## src/rtl/dpll_pkg.sv

```systemverilog
// rtl/dpll_pkg.sv - shared widths, literal-status and scan FSM encodings
package dpll_pkg;

    localparam int DPLL_WIDTH = 9;

    typedef enum logic [1:0] {
        LIT_TRUE       = 2'd0,
        LIT_FALSE      = 2'd1,
        LIT_UNASSIGNED = 2'd2,
        LIT_EMPTY      = 2'd3
    } lit_status_e;

    typedef enum logic [2:0] {
        S_IDLE  = 3'd0,
        S_READ  = 3'd1,
        S_EVAL  = 3'd2,
        S_VALID = 3'd3,
        S_DONE  = 3'd4
    } scan_state_e;

endpackage

```

## src/rtl/clause_scanner_if.sv

```systemverilog
// rtl/clause_scanner_if.sv - evaluated-clause output stream with valid/ready handshake
interface clause_scanner_if
    import dpll_pkg::*;
#(
    parameter int WIDTH = DPLL_WIDTH
);
    logic [3*WIDTH-1:0] CNF_clause_packed;
    logic               clause_active;
    logic [2:0]         clause_in;
    logic               clause_valid;
    logic               clause_ready;

    modport master (
        output CNF_clause_packed,
        output clause_active,
        output clause_in,
        output clause_valid,
        input  clause_ready
    );

    modport slave (
        input  CNF_clause_packed,
        input  clause_active,
        input  clause_in,
        input  clause_valid,
        output clause_ready
    );
endinterface

```

## src/rtl/dpll_lit_eval.sv

```systemverilog
// rtl/dpll_lit_eval.sv - classify one signed literal against its assignment entry
module dpll_lit_eval
    import dpll_pkg::*;
#(
    parameter int WIDTH = DPLL_WIDTH
) (
    input  logic [WIDTH-1:0] lit,
    input  logic             var_assigned,
    input  logic             var_value,
    output logic [WIDTH-2:0] var_idx,
    output lit_status_e      status
);

    logic [WIDTH-1:0] lit_mag;

    // Variable index is the magnitude; kept separate from the status logic
    // because the caller looks up the assignment table with it.
    assign lit_mag = lit[WIDTH-1] ? (~lit + 1'b1) : lit;
    assign var_idx = lit_mag[WIDTH-2:0];

    // A positive literal is true when its variable is 1, a negative one when it is 0.
    always_comb begin
        if (lit == '0) begin
            status = LIT_EMPTY;
        end else if (!var_assigned) begin
            status = LIT_UNASSIGNED;
        end else if (var_value == !lit[WIDTH-1]) begin
            status = LIT_TRUE;
        end else begin
            status = LIT_FALSE;
        end
    end

endmodule

```

## src/rtl/clause_scanner.sv

```systemverilog
// rtl/clause_scanner.sv - scan stored 3-literal clauses against the variable assignment
module clause_scanner
    import dpll_pkg::*;
#(
    parameter int WIDTH       = DPLL_WIDTH,
    parameter int NUM_CLAUSES = 16,
    parameter int NUM_VARS    = 2**(WIDTH-1)
) (
    input  logic                         clk,
    input  logic                         rst,
    input  logic                         clause_wr_en,
    input  logic [$clog2(NUM_CLAUSES)-1:0] clause_wr_addr,
    input  logic [3*WIDTH-1:0]           clause_wr_data,
    input  logic                         asg_wr_en,
    input  logic [WIDTH-2:0]             asg_var,
    input  logic                         asg_set,
    input  logic                         asg_val,
    input  logic                         asg_clear_all,
    input  logic                         start,
    input  logic [$clog2(NUM_CLAUSES):0] num_clauses,
    clause_scanner_if.master             cs,
    output logic                         busy,
    output logic                         scan_done,
    output logic                         conflict,
    output logic [$clog2(NUM_CLAUSES):0] sat_count
);

    localparam int AW = $clog2(NUM_CLAUSES);
    localparam int CW = AW + 1;

    logic [3*WIDTH-1:0] clause_mem [NUM_CLAUSES];

    logic [NUM_VARS-1:0] asg_assigned_q, asg_assigned_d;
    logic [NUM_VARS-1:0] asg_value_q,    asg_value_d;

    scan_state_e        state_q, state_d;
    logic [AW-1:0]      idx_q, idx_d;
    logic [CW-1:0]      num_q, num_d;
    logic [3*WIDTH-1:0] rd_data_q, rd_data_d;
    logic [3*WIDTH-1:0] packed_q, packed_d;
    logic               active_q, active_d;
    logic [2:0]         in_q, in_d;
    logic               valid_q, valid_d;
    logic               busy_q, busy_d;
    logic               done_q, done_d;
    logic               conflict_q, conflict_d;
    logic [CW-1:0]      sat_q, sat_d;

    logic [WIDTH-2:0]   var_idx [3];
    lit_status_e        lit_status [3];
    logic               eval_active;
    logic [2:0]         eval_in;
    logic               eval_nonzero;

    // Clause storage: writes only while idle, so a running scan sees a frozen set.
    always_ff @(posedge clk) begin
        if (clause_wr_en && state_q == S_IDLE) begin
            clause_mem[clause_wr_addr] <= clause_wr_data;
        end
    end

    // Assignment table update; a bulk clear wins over a single-entry write.
    always_comb begin
        asg_assigned_d = asg_assigned_q;
        asg_value_d    = asg_value_q;
        if (asg_clear_all) begin
            asg_assigned_d = '0;
        end else if (asg_wr_en) begin
            asg_assigned_d[asg_var] = asg_set;
            if (asg_set) begin
                asg_value_d[asg_var] = asg_val;
            end
        end
    end

    // Assignment table registers; reset unassigns every variable.
    always_ff @(posedge clk) begin
        if (rst) begin
            asg_assigned_q <= '0;
            asg_value_q    <= '0;
        end else begin
            asg_assigned_q <= asg_assigned_d;
            asg_value_q    <= asg_value_d;
        end
    end

    for (genvar k = 0; k < 3; k++) begin : g_lit
        dpll_lit_eval #(.WIDTH(WIDTH)) u_lit_eval (
            .lit          (rd_data_q[k*WIDTH +: WIDTH]),
            .var_assigned (asg_assigned_q[var_idx[k]]),
            .var_value    (asg_value_q[var_idx[k]]),
            .var_idx      (var_idx[k]),
            .status       (lit_status[k])
        );
    end

    // Reduce the three literal statuses to clause-level results.
    always_comb begin
        eval_active  = 1'b1;
        eval_in      = 3'b000;
        eval_nonzero = 1'b0;
        for (int k = 0; k < 3; k++) begin
            if (lit_status[k] == LIT_TRUE)       eval_active  = 1'b0;
            if (lit_status[k] == LIT_UNASSIGNED) eval_in[k]   = 1'b1;
            if (lit_status[k] != LIT_EMPTY)      eval_nonzero = 1'b1;
        end
    end

    // Scan sequencing: READ fetches, EVAL registers results, VALID waits for ready.
    always_comb begin
        state_d    = state_q;
        idx_d      = idx_q;
        num_d      = num_q;
        rd_data_d  = rd_data_q;
        packed_d   = packed_q;
        active_d   = active_q;
        in_d       = in_q;
        valid_d    = valid_q;
        done_d     = 1'b0;
        conflict_d = conflict_q;
        sat_d      = sat_q;
        case (state_q)
            S_IDLE: begin
                if (start) begin
                    num_d      = num_clauses;
                    conflict_d = 1'b0;
                    sat_d      = '0;
                    idx_d      = '0;
                    if (num_clauses == '0) begin
                        state_d = S_DONE;
                        done_d  = 1'b1;
                    end else begin
                        state_d = S_READ;
                    end
                end
            end
            S_READ: begin
                rd_data_d = clause_mem[idx_q];
                state_d   = S_EVAL;
            end
            S_EVAL: begin
                packed_d = rd_data_q;
                active_d = eval_active;
                in_d     = eval_in;
                valid_d  = 1'b1;
                if (!eval_active) begin
                    sat_d = sat_q + 1'b1;
                end
                if (eval_active && eval_in == 3'b000 && eval_nonzero) begin
                    conflict_d = 1'b1;
                end
                state_d = S_VALID;
            end
            S_VALID: begin
                if (cs.clause_ready) begin
                    valid_d = 1'b0;
                    if ({1'b0, idx_q} == num_q - 1'b1) begin
                        state_d = S_DONE;
                        done_d  = 1'b1;
                    end else begin
                        idx_d   = idx_q + 1'b1;
                        state_d = S_READ;
                    end
                end
            end
            S_DONE: begin
                state_d = S_IDLE;
            end
            default: begin
                state_d = S_IDLE;
            end
        endcase
        busy_d = (state_d != S_IDLE);
    end

    // Scan state and registered outputs; reset aborts any scan silently.
    always_ff @(posedge clk) begin
        if (rst) begin
            state_q    <= S_IDLE;
            idx_q      <= '0;
            num_q      <= '0;
            rd_data_q  <= '0;
            packed_q   <= '0;
            active_q   <= 1'b0;
            in_q       <= 3'b000;
            valid_q    <= 1'b0;
            busy_q     <= 1'b0;
            done_q     <= 1'b0;
            conflict_q <= 1'b0;
            sat_q      <= '0;
        end else begin
            state_q    <= state_d;
            idx_q      <= idx_d;
            num_q      <= num_d;
            rd_data_q  <= rd_data_d;
            packed_q   <= packed_d;
            active_q   <= active_d;
            in_q       <= in_d;
            valid_q    <= valid_d;
            busy_q     <= busy_d;
            done_q     <= done_d;
            conflict_q <= conflict_d;
            sat_q      <= sat_d;
        end
    end

    assign cs.CNF_clause_packed = packed_q;
    assign cs.clause_active     = active_q;
    assign cs.clause_in         = in_q;
    assign cs.clause_valid      = valid_q;
    assign busy                 = busy_q;
    assign scan_done            = done_q;
    assign conflict             = conflict_q;
    assign sat_count            = sat_q;

endmodule

```

## src/flat_wrapper.sv

```systemverilog
// flat-port wrapper written by rule: the top's interface ports become plain ports
module clause_scanner_flat import dpll_pkg::*;
#(
    parameter int WIDTH       = DPLL_WIDTH,
    parameter int NUM_CLAUSES = 16,
    parameter int NUM_VARS    = 2**(WIDTH-1)
)
  (clk, rst, clause_wr_en, clause_wr_addr, clause_wr_data, asg_wr_en, asg_var, asg_set, asg_val, asg_clear_all, start, num_clauses, busy, scan_done, conflict, sat_count, cs_CNF_clause_packed, cs_clause_active, cs_clause_in, cs_clause_valid, cs_clause_ready);
  clause_scanner_if #(.WIDTH(WIDTH)) cs_i ();
  input  logic clk;
  input  logic rst;
  input  logic clause_wr_en;
  input  logic [$clog2(NUM_CLAUSES)-1:0] clause_wr_addr;
  input  logic [3*WIDTH-1:0] clause_wr_data;
  input  logic asg_wr_en;
  input  logic [WIDTH-2:0] asg_var;
  input  logic asg_set;
  input  logic asg_val;
  input  logic asg_clear_all;
  input  logic start;
  input  logic [$clog2(NUM_CLAUSES):0] num_clauses;
  output logic busy;
  output logic scan_done;
  output logic conflict;
  output logic [$clog2(NUM_CLAUSES):0] sat_count;
  output wire logic [$bits(cs_i.CNF_clause_packed)-1:0] cs_CNF_clause_packed;
  output wire logic [$bits(cs_i.clause_active)-1:0] cs_clause_active;
  output wire logic [$bits(cs_i.clause_in)-1:0] cs_clause_in;
  output wire logic [$bits(cs_i.clause_valid)-1:0] cs_clause_valid;
  input wire logic [$bits(cs_i.clause_ready)-1:0] cs_clause_ready;
  assign cs_CNF_clause_packed = cs_i.CNF_clause_packed;
  assign cs_clause_active = cs_i.clause_active;
  assign cs_clause_in = cs_i.clause_in;
  assign cs_clause_valid = cs_i.clause_valid;
  assign cs_i.clause_ready = cs_clause_ready;
  clause_scanner #(.WIDTH(WIDTH), .NUM_CLAUSES(NUM_CLAUSES), .NUM_VARS(NUM_VARS)) u_core (.clk(clk), .rst(rst), .clause_wr_en(clause_wr_en), .clause_wr_addr(clause_wr_addr), .clause_wr_data(clause_wr_data), .asg_wr_en(asg_wr_en), .asg_var(asg_var), .asg_set(asg_set), .asg_val(asg_val), .asg_clear_all(asg_clear_all), .start(start), .num_clauses(num_clauses), .cs(cs_i), .busy(busy), .scan_done(scan_done), .conflict(conflict), .sat_count(sat_count));
endmodule
```

## config.mk

```make
export PLATFORM = sky130hd
export DESIGN_NAME = clause_scanner_flat
export DESIGN_NICKNAME = d
export VERILOG_FILES = /design/src/rtl/dpll_pkg.sv /design/src/rtl/clause_scanner_if.sv /design/src/rtl/dpll_lit_eval.sv /design/src/rtl/clause_scanner.sv /design/src/flat_wrapper.sv
export SDC_FILE = /design/constraint.sdc
export NUM_CORES = 2
export LEC_CHECK = 0
export CORE_UTILIZATION = 40
export DETAILED_ROUTE_END_ITERATION = 10
export GPL_TIMING_DRIVEN = 0
export PLACE_DENSITY = 0.52
export RECOVER_POWER = 50
export SLEW_MARGIN = 20
export SYNTH_ARGS = -nofsm -noshare
export SYNTH_HDL_FRONTEND = slang
export SYNTH_SLANG_ARGS = --single-unit
```

## constraint.sdc

```tcl
create_clock -name clk -period 10.8 [get_ports clk]
set_clock_uncertainty 0.05 [all_clocks]
set_input_delay 2.7 -clock clk [delete_from_list [all_inputs] [get_ports clk]]
set_output_delay 2.7 -clock clk [all_outputs]
set_load 0.005 [all_outputs]
```

==> results.py <==
metrics = {
    "yosys": {
        "post-synth-top-area-fraction_pct": 24.6,
        "synthArstFlopShare_pct": 0,
        "netlist_instances": 4727,
        "yosys.area.top_type": "edfxtp_1",
        "synth_nets": 4786,
        "synth_area_um2": 52700,
        "ys_ff_latch": 1023,
        "seq_area_frac_synth_pct": 47.1,
        "yosys_warnings": 0,
        "netlist-cell-type-count": 92,
        "synth-main-ff-cell": "dfxtp_1",
        "syn_avg_cell_area_um2": 11.1,
        "synth.area.top_cells": "edfxtp_1 25%, dfxtp_1 22%, mux4_2 20%, a21oi_1 5.9%, nand3_1 4.5%",
        "synth-edff-count": 432,
    },
    "final_layout": {
        "regArea_um2": 24800,
        "fin_util_pct": 46.7,
        "drive_gt1_share_pct": 19.6,
        "fill_cells": 12230,
        "most-common-layout-cells": "616 x a21oi_1, 591 x dfxtp_1, 473 x nand3_1, 465 x mux4_2, 432 x edfxtp_1",
        "multi_input_area_um2": 26000,
        "nets": 5054,
        "area_delta_synth_final_pct": 15.4,
        "mostFrequentLayoutCell": "a21oi_1",
    },
    "route": {
        "drt-initial-drc-count": 8574,
        "first_pass_iters": 11,
        "routed_wl_um": 307000,
        "num_vias": 49292,
        "post_drt_wl_per_cell_um": 44.8,
        "drc": 6,
        "viasPerCell": 7.19,
        "detail-route-antenna-nets": 0,
    },
    "power": {
        "peakVddDrop_uv": 147,
        "swShare_pct": 30.7,
        "pwr-share-clk_pct": 42.2,
        "leakagePower_nw": 18.0,
        "combPwrFrac_pct": 16.2,
        "p_int_w": 0.00680,
        "power_switching_w": 0.00301,
        "power_density_nw_per_um2": 161,
        "seqPwrFrac_pct": 41.6,
    },
    "outcome": {
        "violations": "design-rule violations, max-capacitance violations, max-slew violations",
        "outcome": "finished, violations left",
    },
    "floorplan": {
        "dieArea_um2": 133000,
        "io_pins": 93,
        "die_height_um": 365,
        "die_w_um": 365,
        "start_util_pct": 40.5,
        "rows": 132,
        "fp.coreArea_um2": 130000,
    },
    "timing": {
        "drv_slew": 152,
        "finalHoldViolCount": 0,
        "fin_setup_tns_ps": 0,
        "min_period_ps": 10280,
        "worst_slew_pin_slew_ps": 1670,
        "timing.slew.headroom_pct": -11.6,
        "rsz0062_at_grt": "no",
        "final-setup-viol-count": 0,
        "fmax_mhz": 97.2,
        "period_share_pct": 95.2,
    },
    "worst_setup_path": {
        "cpLargestDelayFamily": "buffers and inverters",
        "crit_cells": 21,
        "cp_cell_sequence": "buf_2 > buf_4 > buf_4 > clkinv_1 > clkbuf_2 > ha_1 > nand2b_2 > xor2_2 > buf_6 > clkbuf_1 > buf_1 > nand2_1 > o22ai_1 > o22ai_1 > o221ai_1 > o211ai_1 > and3_1 > o21ai_0 > o211ai_1 > nand3_1 > mux2i_1",
        "cp.required_ps": 11470,
        "arrival_ps": 10960,
        "critPathMaxStageDelay_ps": 1020,
        "cp_slowest_cell": "buf_1",
        "critical_path_class": "reg2reg",
        "cp-start-kind": "register",
        "worst-path-buf-inv": 8,
        "r2r_cells": 21,
        "path_max_fanout": 11,
        "crit_path_end_kind": "register",
    },
    "global_route": {
        "antenna_found_initial": 40,
        "track_usage_pct": 45.6,
        "grt_pass1_vias": 45068,
        "grt_max_degree": 20,
        "grt_pass1_wl_um": 406000,
        "gr-total-overflow": 0,
    },
    "cts": {
        "hold_buffers": 0,
        "htree_levels": 3,
        "clkTransAtPathRegs_ps": 60,
        "tritoncts": "done",
        "cts_setup_buffers": 0,
        "cts_root_buffer": "clkbuf_16",
        "cts_buffers": 113,
        "cts_buffer_depth": 3,
        "numClockSinks": 1023,
        "clock_latency_ps": 830,
        "cts-resized-gates": 0,
    },
    "worst_hold_path": {
        "min_path_cells": 2,
        "hold_class": "reg2reg",
    },
    "run": {
        "drv_cap": 11,
    },
    "place": {
        "port_buffers": 90,
        "gp_congestion": 1.10,
        "hpwl_um": 217000,
    },
}
[power groups by stage]
stage	sequential (W)	clock (W)	combinational, W
floorplan	0.00416	0	0.000680
CTS	0.00408	0.00414	0.00147
detailed placement	0.00416	0	0.00147
finish	0.00408	0.00414	0.00159
global placement	0.00417	0	0.00143
global route	0.00408	0.00429	0.00154
[registers in the layout (all words and copies together), names as in the netlist]
register / flops
u_core.clause_mem: 432
u_core.asg_value_q: 256
u_core.asg_assigned_q: 256
u_core.state_q: 3
u_core.idx_q: 4
u_core.sat_count: 5
u_core.cs.clause_valid: 1
u_core.cs.CNF_clause_packed: 27
u_core.num_q: 5
u_core.scan_done: 1
u_core.cs.clause_in: 3
u_core.conflict: 1
u_core.rd_data_q: 27
u_core.cs.clause_active: 1
u_core.busy: 1
[tightest hold or removal path: cells and delay by family (launching register included)]
family | cells | cell delay (ps)
flops | 1 | 310
simple gates | 2 | 90
[cell families (layout without fill, tap and decap cells)]
group | count (synthesis) | count (layout) | synth area share (%)
other | 0 | 21 | 0
AND/OR/NAND/NOR | 1195 | 1195 | 10.7
XOR/XNOR | 40 | 40 | 0.800
adder cells (fa/ha/maj) | 6 | 6 | 0.142
flip-flops | 1023 | 1023 | 47.1
buffers and inverters | 505 | 867 | 4.09
AO/OA/AOI/OAI | 1397 | 1397 | 15.4
multiplexers | 561 | 561 | 21.8
[area by class of cell]
class | count | area share (%)
buffer | 492 | 3.67
tap | 1742 | 3.58
clock buffer | 159 | 5.35
antenna | 21 | 0.0864
sequential | 1023 | 40.8
inverter | 13 | 0.0803
timing repair buffer | 153 | 2.52
clock inverter | 50 | 1.09
multi-input combinational | 3199 | 42.8
[per-stage QoR]
stage | instances | setup slack (ps) | instance area, µm² | total power (W) | hold WS, ps
6_report | 6852 | 517 | 60800 | 0.00981 | 396
5_1_grt | 6833 | 1060 | 60800 | 0.00991 | 422
4_1_cts | 6828 | 1200 | 61000 | 0.00969 | 400
3_5_place_dp | 6619 | 1260 | 57100 | 0.00563 | 391
3_3_place_gp | 6559 | 257 | 55800 | 0.00559 | 387
2_1_floorplan | 4727 | 5290 | 52700 | 0.00484 | 384
[cell usage after synthesis, drive strengths merged, types with 5 or more instances]
cell type and number:
mux2i 80, o221ai 14, nand3 473, a311oi 9, o311ai 12, nor3 55, mux4 467, o41ai 5
o21ai 410, nor2b 20, nor4 20, a21oi 617, buf 136, nand2 371, o32ai 5, a22oi 32
o211ai 14, a311o 5, o22ai 24, and3 14, dfxtp 591, inv 12, nand2b 34, nand4 32
or2 7, clkbuf 356, ha 6, a211oi 143, nor2 124, mux2 14, edfxtp 432, xor2 21
nor3b 5, a221oi 7, a31oi 31, a2111oi 12, or4 5, or3 12, a41oi 5, and2 9
xnor2 19, o31ai 15
[worst paths after layout]
| kind | from | slack [ps] | end |
|---|---|---|---|
| worst min-delay path | u_core.conflict | 400 | u_core.conflict |
| worst min register to register | u_core.conflict | 400 | u_core.conflict |
| worst max register to register | u_core.rd_data_q[18] | 520 | u_core.sat_count[2] |
| worst max-delay path | u_core.rd_data_q[18] | 520 | u_core.sat_count[2] |
[metal layers]
layer	global-route usage, %	vias to the layer above	part of all wire [%]
li1	-	18976	-
met1	55.3	24995	36
met2	64.9	4032	42
met3	19.9	1253	14
met4	31.6	36	8.7
met5	0.290	-	0.12
No activity file was read; power rests on OpenSTA's default activity.
